==> src/rtl/srl_seq.sv <==
// Sequential right shifter: one bit position per clock, logical or arithmetic fill.
// Latency: shamt+2 cycles from the start edge to the done pulse.
// Backpressure: start is ignored while busy; a start during the done cycle is accepted back-to-back.
module srl_seq #(
    parameter int WIDTH = 32,
    parameter int SHW   = 5
) (
    input  logic             clk,
    input  logic             rst_n,
    input  logic             start,
    input  logic [WIDTH-1:0] num,
    input  logic [SHW-1:0]   shamt,
    input  logic             arith,
    output logic [WIDTH-1:0] result,
    output logic             busy,
    output logic             done
);

    typedef enum logic [1:0] {
        IDLE  = 2'd0,
        SHIFT = 2'd1,
        DONE  = 2'd2
    } state_t;

    localparam logic [SHW-1:0] CNT_ONE = {{(SHW-1){1'b0}}, 1'b1};

    state_t           state;
    state_t           state_nxt;
    logic [WIDTH-1:0] opr;
    logic [SHW-1:0]   cnt;
    logic             fill;
    logic             load;
    logic             cnt_zero;

    assign cnt_zero = (cnt == '0);
    // Only an idle or just-finished shifter may take a new request.
    assign load     = start && (state != SHIFT);

    always_comb begin
        state_nxt = state;
        case (state)
            IDLE:    if (start) state_nxt = SHIFT;
            SHIFT:   if (cnt_zero) state_nxt = DONE;
            DONE:    state_nxt = start ? SHIFT : IDLE;
            default: state_nxt = IDLE;
        endcase
    end

    always_ff @(posedge clk or negedge rst_n) begin
        if (!rst_n) begin
            state  <= IDLE;
            opr    <= '0;
            cnt    <= '0;
            fill   <= 1'b0;
            result <= '0;
        end else begin
            state <= state_nxt;
            if (load) begin
                opr  <= num;
                cnt  <= shamt;
                fill <= arith & num[WIDTH-1];
            end else if (state == SHIFT && !cnt_zero) begin
                opr <= {fill, opr[WIDTH-1:1]};
                cnt <= cnt - CNT_ONE;
            end
            if (state == SHIFT && cnt_zero) begin
                result <= opr;
            end
        end
    end

    assign busy = (state == SHIFT);
    assign done = (state == DONE);

endmodule

==> config.mk <==
export PLATFORM = sky130hd
export DESIGN_NAME = srl_seq
export DESIGN_NICKNAME = d
export VERILOG_FILES = /design/src/rtl/srl_seq.sv
export SDC_FILE = /design/constraint.sdc
export NUM_CORES = 1
export LEC_CHECK = 0
export BUFFER_PORTS_ARGS = -buffer_cell sky130_fd_sc_hd__buf_2
export CAP_MARGIN = 10
export CORE_MARGIN = 2
export CORE_UTILIZATION = 43
export DETAILED_ROUTE_END_ITERATION = 7
export PLACE_DENSITY_LB_ADDON = 0.15
export SYNTH_ARGS = -nofsm -noshare
export SYNTH_HDL_FRONTEND = slang
export SYNTH_SLANG_ARGS = --single-unit
==> constraint.sdc <==
create_clock -name clk -period 2.85 [get_ports clk]
set_input_delay 0.57 -clock clk [delete_from_list [all_inputs] [get_ports clk]]
set_output_delay 0.57 -clock clk [all_outputs]
set_load 0.03 [all_outputs]
# After elaboration in Yosys (flattened, before gate mapping)
# Index checks and enable logic that the tools add are counted.
# word_totals
latch_bits	0
word_cells	28
out_inout_bits	34
mem_bits_ro	0
in_bits	41
n_memories	0
regBits	72
mem_bits_rw	0
# classes
n_eq_ne	5
n_mux	8
div_mod_pow	0
n_addsub	1
n_bitwise	1
n_lt_le_gt_ge	0
multipliers	0
shift	0
reduce_logical	8
# op_table
operator	count
$mux W32	2
$mux W5	2
$pmux W2 S3	1
$logic_not A5 Y1	1
$sub A5 B1 Y5 const B	1
$mux W2	2
$ne A2 B1 Y1 const B	2
$logic_and A1 B1 Y1	3
$eq A2 B1 Y1 const B	1
$eq A2 B2 Y1 const B	1
$logic_not A2 Y1	1
$ne A2 B2 Y1 const B	1
$reduce_and A2 Y1	1
$reduce_bool A2 Y1	1
$and A1 B1 Y1	1
$logic_not A1 Y1	1
$mux W1	1

# Longest topological paths before layout
# Gate-level depths: netlist of run 1.
# logic_depth
word_depth	5
depth_mapped	7
ltp_nobuf	5

# Worst setup path after synthesis of run 1
# No wires, ideal clock.
# synth_path
path_type	register to register
start	register cnt[0]
end	register opr[23]
setup_time_ns	0.126
synth_period_minus_slack_ns	1.874
n_path_buf	2
required_ns	2.724
path_stages_with_launch	8
arrival_time_ns	1.748
setup_slack_ns	0.976
cell_sequence	dfrtp_1 > inv_1 > ha_1 > or4b_1 > buf_6 > buf_6 > and3_1 > a221o_1
# synth_between
elab_chain_cells	4
# synth_rtl
item	line	text
from (decl)	30	logic [SHW-1:0] cnt;
from (signal assigned)	60	cnt <= shamt;
from (signal assigned)	64	cnt <= cnt - CNT_ONE;
$logic_not A5 Y1	35	assign cnt_zero = (cnt == '0);
$logic_not A1 Y1	62	end else if (state == SHIFT && !cnt_zero) begin
$logic_and A1 B1 Y1	62	
$reduce_bool A2 Y1 (no source line)	n/a	
to (signal assigned)	59	opr <= num;
to (signal assigned)	63	opr <= {fill, opr[WIDTH-1:1]};
to (decl)	29	logic [WIDTH-1:0] opr;
# Every way passes these cells.
# A chain may end at the register's enable or synchronous reset.

# Worst setup path in the final report of run 1
# layout_path
start	register state[1]
end	output busy
# layout_between
elab_chain_cells	1
# layout_rtl
item	line	text
from (decl)	27	state_t state;
from (signal assigned)	57	state <= state_nxt;
$eq A2 B1 Y1	72	assign busy = (state == SHIFT);
to (decl)	15	output logic busy,
# Every way passes these cells.

==> results.sh, run 1 <==
export IMPL_drcViolationCount=0
export IMPL_syn_instance_count=221
export IMPL_power_density_nw_per_um2=1168
export IMPL_grt_pass1_wl_microns=10560
export IMPL_root_buffer="clkbuf_8"
export IMPL_grt_max_degree=73
export IMPL_firstDrtPassIters=5
export IMPL_timing_rr_start="cnt[0]"
export IMPL_clk_latency_ns=0.33
export IMPL_cp_end_kind="primary output"
export IMPL_yosysSeqAreaShare_pct=58.99
export IMPL_max_clock_path_buffers=2
export IMPL_cts_sinks=72
export IMPL_grt_pass1_vias=2065
export IMPL_drive_gt1_share_pct=34.88
export IMPL_seqCellArea_sq_um=1802
export IMPL_setup_viol=0
export IMPL_routedWlPerCell_microns=16.52
export IMPL_htreeDepth=3
export IMPL_io_buffers=74
export IMPL_initial_core_util_pct=44.71
export IMPL_mappedNetlistNets=263
export IMPL_max_cap_violations=0
export IMPL_synthesis_area_sq_um=3054
export IMPL_tns_ns=0
export IMPL_routed_wl_microns=6558
export IMPL_crit_start="state[1]"
export IMPL_place_congestion=0.8257
export IMPL_fin_crit_sh_pct=83.69
export IMPL_status="finished clean"
export IMPL_skew_ns=0.007865
export IMPL_cp_endpoint="busy"
export IMPL_cts_tree="done"
export IMPL_die_w_microns=88.28
export IMPL_fin_crit_ns=2.385
export IMPL_required_ns=2.28
export IMPL_grt_usage_pct=17.91
export IMPL_arrival_ns=1.82
export IMPL_rsz0062_at_grt="false"
export IMPL_r2r_cells=6
export IMPL_cts_reportedPaths_clkPinSlew_ns=0.07
export IMPL_r2r_setup_slack_ns=0.50
export IMPL_cts_inserted_buffers=9
export IMPL_timing_slew_headroom_pct=39.94
export IMPL_startpoint_type="flop"
export IMPL_min_path_type="input pin to async pin"
export IMPL_crit_chain="nand2b_1 -> inv_2 -> buf_4 -> buf_2"
export IMPL_die_area_sq_um=7792
export IMPL_yosys_register_bits=72
export IMPL_postCtsSetupBuffers=0
export IMPL_multi_input_area_sq_um=1115
export IMPL_yosysUniqueCellTypes=30
export IMPL_hold_viol=0
export IMPL_ant_nets=0
export IMPL_num_rows=30
export IMPL_path_max_fanout=22
export IMPL_n_antenna_cell=0
export IMPL_leakage_nw=1.919
export IMPL_grt_remaining_overflow=0
export IMPL_max_stage_delay_ns=0.37
export IMPL_vias=2155
export IMPL_ios=75
export IMPL_antenna_found_initial=0
export IMPL_max_vdd_ir_drop_uv=646.3
export IMPL_slew_viol_final=0
export IMPL_critical_path_class="flop to primary output"
export IMPL_fillers=615
export IMPL_reg2reg_to="opr[7]"
export IMPL_cp_slowest_cell="dfrtp_1"
export IMPL_hpwl_microns=4402
export IMPL_synth_avg_cell_area_sq_um=13.82
export IMPL_fmax_mhz=419.3
export IMPL_core_sq_um=6832
export IMPL_via_per_inst=5.428
export IMPL_drtIter0Drc=136
export IMPL_hold_buffers=0
export IMPL_tightest_slew_ns=0.9009
export IMPL_final_cell_mix="buf_2, dfrtp_1, a221o_1"
export IMPL_dieHeight_microns=88.28
export IMPL_cts_resized_gates=0
export IMPL_yosys_warnings=0
export IMPL_setup_ws_ns=0.4650
export IMPL_place_ws_ns=0.5376
export IMPL_area_growth_pct=19.13
export IMPL_final_common_cell="buf_2"
export IMPL_nets=338
-- sequential cells by signal, indices dropped and copies added (netlist names) --
register / cells
fill: 1
opr: 32
cnt: 5
result: 32
state: 2
-- logic make-up after synthesis --
| kind of cell | Yosys count | share of synthesized area (%) |
|---|---|---|
| AO/OA/AOI/OAI | 43 | 12.99 |
| adder cells (fa/ha/maj) | 1 | 0.4096 |
| buffers and inverters | 22 | 4.588 |
| flip-flops | 72 | 58.99 |
| multiplexers | 35 | 13.19 |
| AND/OR/NAND/NOR | 48 | 9.832 |
-- stage by stage --
step                cell area, sq um  hold slack, ns  utilization, %  total power [mW]  cells
finish                          3638          0.3705           53.26             4.248    397
global route                    3638          0.4501           53.26             4.556    397
CTS                             3638          0.3887           53.26             4.295    397
detailed placement              3481          0.4762           50.95             3.603    381
global placement                3481          0.4690           50.95             3.557    381
floorplan                       3054          0.2744               -             3.117    221
-- worst min-delay path by stage --
stage	from	end	cells after the start
floorplan	rst_n	cnt[0]	0
detailed placement	result[18]	result[18]	1
global placement	result[23]	result[23]	1
CTS	rst_n	result[15]	1
finish	rst_n	result[24]	1
global route	rst_n	result[22]	1
-- per-layer routing --
layer,share of wire (%),global-route usage (%),routed length (microns),up-vias
li1,-,-,-,1008
met4,1.1,7.851,70,0
met5,0,0,0,-
met1,49,27.59,3244,1072
met2,43,24.20,2829,69
met3,6.3,3.918,413,6
-- layout make-up --
cell class | instances | area share (%)
sequential | 72 | 49.52
multi-input combinational | 127 | 30.64
timing repair buffer | 81 | 11.69
clock buffer | 13 | 3.817
tap | 96 | 3.301
clock inverter | 3 | 0.5158
inverter | 5 | 0.5158
-- power breakdown --
part / internal [mW] / switching, mW
Sequential: 1.48 / 0.292
Combinational: 0.770 / 1.03
Clock: 0.316 / 0.359
-- Yosys cell counts --
library cell / number / share of area, %
nor3b_1: 1 / 0.25
o21ai_0: 5 / 0.82
a41oi_1: 1 / 0.29
nand3_1: 2 / 0.33
nor2b_1: 1 / 0.20
nor3_1: 3 / 0.49
inv_2: 1 / 0.12
nor4b_1: 1 / 0.29
clkbuf_1: 6 / 0.74
and3_1: 32 / 6.6
a31oi_1: 1 / 0.20
a22o_1: 1 / 0.29
mux2i_4: 1 / 0.74
o22ai_1: 1 / 0.20
mux2i_1: 2 / 0.66
a221o_1: 33 / 11
a221o_2: 1 / 0.37
nand2b_1: 1 / 0.20
nand2_1: 3 / 0.37
inv_1: 4 / 0.49
or4b_1: 1 / 0.33
nor4_1: 1 / 0.20
nor2_1: 1 / 0.12
buf_2: 4 / 0.66
mux2_2: 7 / 2.6
buf_6: 7 / 2.6
nor4b_2: 1 / 0.49
dfrtp_1: 72 / 59
mux2_1: 25 / 9.2
ha_1: 1 / 0.41
-- critical path, delay by kind of cell, from the launching register on --
family,cells,cell delay (ns)
buffers and inverters,3,0.88
flip-flops,1,0.37
AND/OR/NAND/NOR,1,0.24
Note: power is estimated with default switching activity, not from simulation.
==> run 2: changes to the inputs <==
- ABC_AREA: default -> 1
- clock period: 2.85 -> 2.21 ns (I/O delays scaled with it)
==> run 2 against run 1 <==
Against the previous run:
- count of clock-buffer cells in the layout shrank 1
- via count up 26%
- highest routed layer unchanged
- largest power group unchanged
- flip-flop and latch count did not move
- synthesized area grew 6.5%
- combinational power increased by 49%
==> results.sh, run 2 <==
export IMPL_root_buffer="clkbuf_8"
export IMPL_rsz0062_at_grt="false"
export IMPL_timing_slew_headroom_pct=58.88
export IMPL_hold_buffers=0
export IMPL_grt_util_met1_pct=23.04
export IMPL_fin_crit_ns=1.642
export IMPL_required_ns=2.41
export IMPL_routedWlPerCell_microns=11.91
export IMPL_cts_sinks=72
export IMPL_grt_remaining_overflow=0
export IMPL_synth_top_cell_by_area="dfrtp_1"
export IMPL_gr_max_usage_layer="met2"
export IMPL_io_buffers=74
export IMPL_synthAdderAreaFrac_pct=0.3848
export IMPL_grt_max_degree=42
export IMPL_setup_viol=0
export IMPL_placement_cell_area_sq_um=3692
export IMPL_grt_pass1_vias=2690
export IMPL_yosys_most_used_dff="dfrtp_1"
export IMPL_vias=2711
export IMPL_dieHeight_microns=90.96
export IMPL_ios=75
export IMPL_cts_tree="done"
export IMPL_die_area_sq_um=8274
export IMPL_routed_wl_microns=6932
export IMPL_startpoint_type="flop"
export IMPL_muxShareOfSynthArea_pct=0
export IMPL_critical_path_class="flop to flop"
export IMPL_antenna_found_initial=0
export IMPL_firstDrtPassIters=4
export IMPL_htreeDepth=3
export IMPL_yosys_register_bits=72
export IMPL_synthesis_area_sq_um=3252
export IMPL_drcViolationCount=0
export IMPL_leakage_nw=2.139
export IMPL_syn_instance_count=407
export IMPL_tightest_slew_ns=0.6159
export IMPL_power_density_nw_per_um2=1517
export IMPL_status="finished clean"
export IMPL_max_vdd_ir_drop_uv=599.9
export IMPL_slew_viol_final=0
export IMPL_area_growth_pct=20.20
export IMPL_die_w_microns=90.96
export IMPL_cp_end_kind="flop"
export IMPL_hold_viol=0
export IMPL_synthXorXnorAreaFrac_pct=0
export IMPL_path_common_cell="nand2_2"
export IMPL_via_per_inst=4.658
export IMPL_grt_use_met3_pct=3.983
export IMPL_r2r_cells=8
export IMPL_reg_top3="opr x32, result x32, cnt x5"
export IMPL_setup_ws_ns=0.5677
export IMPL_crit_chain="inv_1 -> ha_1 -> nand3_2 -> nand2_2 -> nand2_2 -> buf_4 -> nand2_1 -> o21ai_1"
export IMPL_cts_inserted_buffers=9
export IMPL_synth_top_family_by_area="simple AND/OR/NAND/NOR gates"
export IMPL_max_stage_delay_ns=0.36
export IMPL_skew_ns=0.009717
export IMPL_cp_top_family="buffers and inverters"
export IMPL_yosys_warnings=0
export IMPL_postCtsSetupBuffers=0
export IMPL_num_rows=31
export IMPL_synth_most_common_cell="nand2_1"
export IMPL_synth_async_reset_ratio_pct=100.0
export IMPL_critical_path_buf_inv_count=2
export IMPL_clk_latency_ns=0.34
export IMPL_core_sq_um=7292
export IMPL_grt_usage_pct=18.14
export IMPL_cp_slowest_cell="dfrtp_1"
export IMPL_hpwl_microns=4668
export IMPL_synth_edf_count=0
export IMPL_synth_avg_cell_area_sq_um=7.990
export IMPL_path_max_fanout=41
export IMPL_max_clock_path_buffers=2
export IMPL_synth_area_top_cells="dfrtp_1, nand2_1, o21ai_1, inv_1, buf_2"
export IMPL_fmax_mhz=608.9
export IMPL_total_power_mw=5.931
export IMPL_max_cap_violations=0
export IMPL_initial_core_util_pct=44.60
export IMPL_final_cell_mix="nand2_1, buf_2, dfrtp_1"
export IMPL_ant_nets=0
export IMPL_place_ws_ns=0.5900
export IMPL_gr_usage_met2_pct=30.49
export IMPL_synth_simple_area_share_pct=24.32
export IMPL_mappedNetlistNets=449
export IMPL_cts_resized_gates=0
export IMPL_grt_pass1_wl_microns=12210
export IMPL_synth_compound_area_share_pct=10.97
export IMPL_fin_crit_sh_pct=74.31
export IMPL_synth_top_area_share_pct=55.41
export IMPL_min_path_type="input pin to async pin"
export IMPL_path_depth=8
export IMPL_stdcell_area_sq_um=3909
export IMPL_synth_commonest_cells="nand2_1, dfrtp_1, o21ai_1, inv_1, buf_2"
export IMPL_n_antenna_cell=0
export IMPL_tns_ns=0
export IMPL_yosysUniqueCellTypes=19
export IMPL_drive_gt1_share_pct=22.57
export IMPL_drtIter0Drc=124
export IMPL_nets=520
export IMPL_arrival_ns=1.84
export IMPL_final_common_cell="nand2_1"
export IMPL_cts_reportedPaths_clkPinSlew_ns=0.08
export IMPL_yosysSeqAreaShare_pct=55.41
export IMPL_place_congestion=0.7833
-- run 2: changes by cell type in the layout (fill, tap and decap cells not counted), sizes merged, moves of 4 or more --
cell / previous run / this run
nor2: 1 / 6
mux2: 32 / 0
nand2: 3 / 184
nand3: 2 / 6
and3: 32 / 0
inv: 5 / 45
o21ai: 5 / 69
a221o: 34 / 0
-- run 2: routing by layer --
| layer | vias to the layer above | part of all wire [%] |
|---|---|---|
| met5 | - | 0 |
| met3 | 7 | 5.2 |
| met4 | 0 | 1.3 |
| li1 | 1401 | - |
| met1 | 1237 | 46 |
| met2 | 66 | 47 |
-- run 2: worst reg2reg max path, cell delays in order (launching register included) --
cell	delay, ns
dfrtp_1	0.36
inv_1	0.14
ha_1	0.28
nand3_2	0.10
nand2_2	0.11
nand2_2	0.06
buf_4	0.25
nand2_1	0.13
o21ai_1	0.07
-- run 2: cell families (layout without fill, tap and decap cells) --
logic type	Yosys count	after routing
buf+inv	66	142
fa+ha+maj	1	1
simple gates	199	199
flops	72	72
compound gates	69	69
-- run 2: area by class of cell --
cell class / count / area, sq um
clock buffers: 12 / 165.2
clock inverters: 4 / 51.30
fillers: 743 / 3383
inverters: 45 / 168.9
multi-input cells: 269 / 1160
flip-flops and latches: 72 / 1802
well taps: 99 / 123.9
repair buffers: 81 / 437.9
-- run 2: report_power, final --
group,internal [mW],leakage [nW],switching [mW]
registers,1.86,0.933,0.285
logic,0.839,1.10,1.84
clock network,0.614,0.109,0.492
-- run 2: stage by stage --
step	hold WS, ns	util, %	cells
after floorplan	0.1464	-	407
after global placement	0.4613	50.63	566
after detailed placement	0.4654	50.63	566
after global routing	0.1162	53.60	582
after CTS	0.09314	53.60	582
final	0.07805	53.60	582
-- run 2: final timing paths --
path,startpoint,end,slack (ns)
setup / recovery,cnt[0],opr[10],0.57
hold / removal,rst_n,result[3],0.08
setup reg to reg,cnt[0],opr[10],0.57
hold reg to reg,result[11],result[11],0.49
max in group asynchronous,rst_n,opr[9],1.55
min in group clk,shamt[4],cnt[4],0.32
==> run 3: changes to the inputs <==
- ABC_AREA: 1 -> 0
- clock period: 2.21 -> 1.5 ns (I/O delays scaled with it)
==> run 3 against run 2 <==
Against the previous run:
- largest cell class unchanged
- critical endpoint is now result[2]
- die area fell by 5.8%
- power is 66% higher
- critical path depth unchanged
- the flow now finishes with violations (negative setup slack)
- wire length up 3.4%
- largest power group unchanged
==> results.sh, run 3 (synthesis gave the netlist of run 1 again) <==
export IMPL_fin_crit_ns=1.832
export IMPL_hpwl_microns=4690
export IMPL_drtIter0Drc=137
export IMPL_die_area_sq_um=7792
export IMPL_initial_core_util_pct=44.71
export IMPL_final_cell_mix="dfrtp_1, buf_2, a221o_1"
export IMPL_ant_nets=0
export IMPL_rsz0062_at_grt="true"
export IMPL_antenna_found_initial=0
export IMPL_grt_pass1_vias=2261
export IMPL_dieHeight_microns=88.28
export IMPL_area_growth_pct=41.29
export IMPL_routed_wl_microns=7169
export IMPL_firstDrtPassIters=4
export IMPL_startpoint_type="flop"
export IMPL_critical_path_class="flop to flop"
export IMPL_core_sq_um=6832
export IMPL_status="complete, but fails checks"
export IMPL_die_w_microns=88.28
export IMPL_vias=2262
export IMPL_setup_ws_ns=-0.3324
export IMPL_clk_latency_ns=0.34
export IMPL_drcViolationCount=0
export IMPL_required_ns=1.73
export IMPL_htreeDepth=3
export IMPL_crit_chain="inv_2 -> ha_4 -> buf_4 -> nor4b_4 -> nand2_4 -> buf_6 -> buf_16 -> mux2_1"
export IMPL_cts_sinks=72
export IMPL_cts_tree="done"
export IMPL_grt_usage_pct=19.70
export IMPL_path_max_fanout=7
export IMPL_hold_viol=0
export IMPL_cp_top_family="buffers and inverters"
export IMPL_grt_remaining_overflow=0
export IMPL_via_per_inst=5.360
export IMPL_timing_slew_headroom_pct=74.08
export IMPL_max_clock_path_buffers=2
export IMPL_grt_pass1_wl_microns=11470
export IMPL_routedWlPerCell_microns=16.99
export IMPL_min_path_type="input pin to flop"
export IMPL_max_cap_violations=0
export IMPL_drive_gt1_share_pct=57.67
export IMPL_io_buffers=74
export IMPL_reg_top3="opr x32, result x32, cnt x5"
export IMPL_arrival_ns=2.06
export IMPL_slew_viol_final=0
export IMPL_stdcell_area_sq_um=4315
export IMPL_leakage_nw=2.202
export IMPL_cts_inserted_buffers=9
export IMPL_tightest_slew_ns=0.3887
export IMPL_violations="negative setup slack"
export IMPL_fmax_mhz=545.7
export IMPL_root_buffer="clkbuf_8"
export IMPL_place_congestion=0.7922
export IMPL_cp_end_kind="flop"
export IMPL_placement_cell_area_sq_um=3827
export IMPL_power_density_nw_per_um2=2287
export IMPL_fin_crit_sh_pct=122.2
export IMPL_total_power_mw=9.870
export IMPL_max_stage_delay_ns=0.39
export IMPL_n_antenna_cell=0
export IMPL_cp_slowest_cell="dfrtp_1"
export IMPL_ios=75
export IMPL_num_rows=30
export IMPL_max_vdd_ir_drop_uv=1061
export IMPL_skew_ns=0.005271
export IMPL_cts_reportedPaths_clkPinSlew_ns=0.08
export IMPL_setup_viol=69
export IMPL_grt_max_degree=32
export IMPL_critical_path_buf_inv_count=4
export IMPL_nets=364
[run 3: changes by cell type in the layout (fill, tap and decap cells not counted), moves of 5 or more]
cell and delta:
mux2_4 +20, nand2_1 -179, and3_4 +28, inv_1 -40
buf_4 +14, o21ai_1 -63, mux2_2 +7, a221o_1 +33
buf_6 +5, mux2_1 +5
[run 3: worst paths after layout]
check | start | to | slack [ns] | cells after the start
max | cnt[1] | result[2] | -0.33 | 8
min | num[17] | opr[17] | 0.18 | 2
max reg2reg | cnt[1] | result[2] | -0.33 | 8
min reg2reg | result[17] | result[17] | 0.49 | 1
max in group asynchronous | rst_n | result[17] | 0.58 | 3
min in group asynchronous | rst_n | state[1] | 0.42 | 2
[run 3: cell type report]
| class | instances | area (sq um) |
|---|---|---|
| Timing Repair Buffer | 107 | 764.5 |
| Sequential cell | 72 | 1802 |
| Inverter | 5 | 21.27 |
| Clock inverter | 6 | 108.9 |
| Clock buffer | 9 | 123.9 |
| Multi-Input combinational cell | 127 | 1375 |
| Fill cell | 565 | 2516 |
| Tap cell | 96 | 120.1 |
[run 3: timing repair]
| action | CTS | global route |
|---|---|---|
| gates cloned | 2 | 1 |
| gates resized for setup | 16 | 17 |
| pin swaps | 1 | 1 |
| hold buffers | 1 | 0 |
| setup buffers | 8 | 2 |
| setup endpoints to repair | 69 | 69 |
| hold endpoints to repair | 26 | 0 |
[run 3: metal layers]
metal	vias to the layer above	global-route usage, %	part of all wire [%]
met5	-	0	0
li1	1060	-	-
met4	0	7.438	1.4
met3	9	3.638	3.8
met1	1141	27.71	47
met2	52	30.69	47
[run 3: power by group]
group          total [mW]  switching (mW)  leakage, nW  internal [mW]
sequential           3.37           0.562        0.921           2.81
combinational        4.69            2.25         1.16           2.43
clock                1.81           0.717        0.119           1.09
total                9.87            3.53         2.20           6.34
[run 3: metrics by stage]
step / utilization (%) / cells / TNS (ns) / hold slack [ns] / setup WS [ns]
2_1_floorplan: - / 221 / -17.14 / 0.004409 / -0.3157
3_3_place_gp: 56.03 / 397 / -14.53 / 0.2521 / -0.2856
3_5_place_dp: 56.03 / 397 / -15.10 / 0.2506 / -0.3181
4_1_cts: 62.03 / 421 / -17.58 / 0.1702 / -0.3280
5_1_grt: 63.17 / 422 / -21.38 / 0.1706 / -0.3912
6_report: 63.17 / 422 / -17.67 / 0.1842 / -0.3324
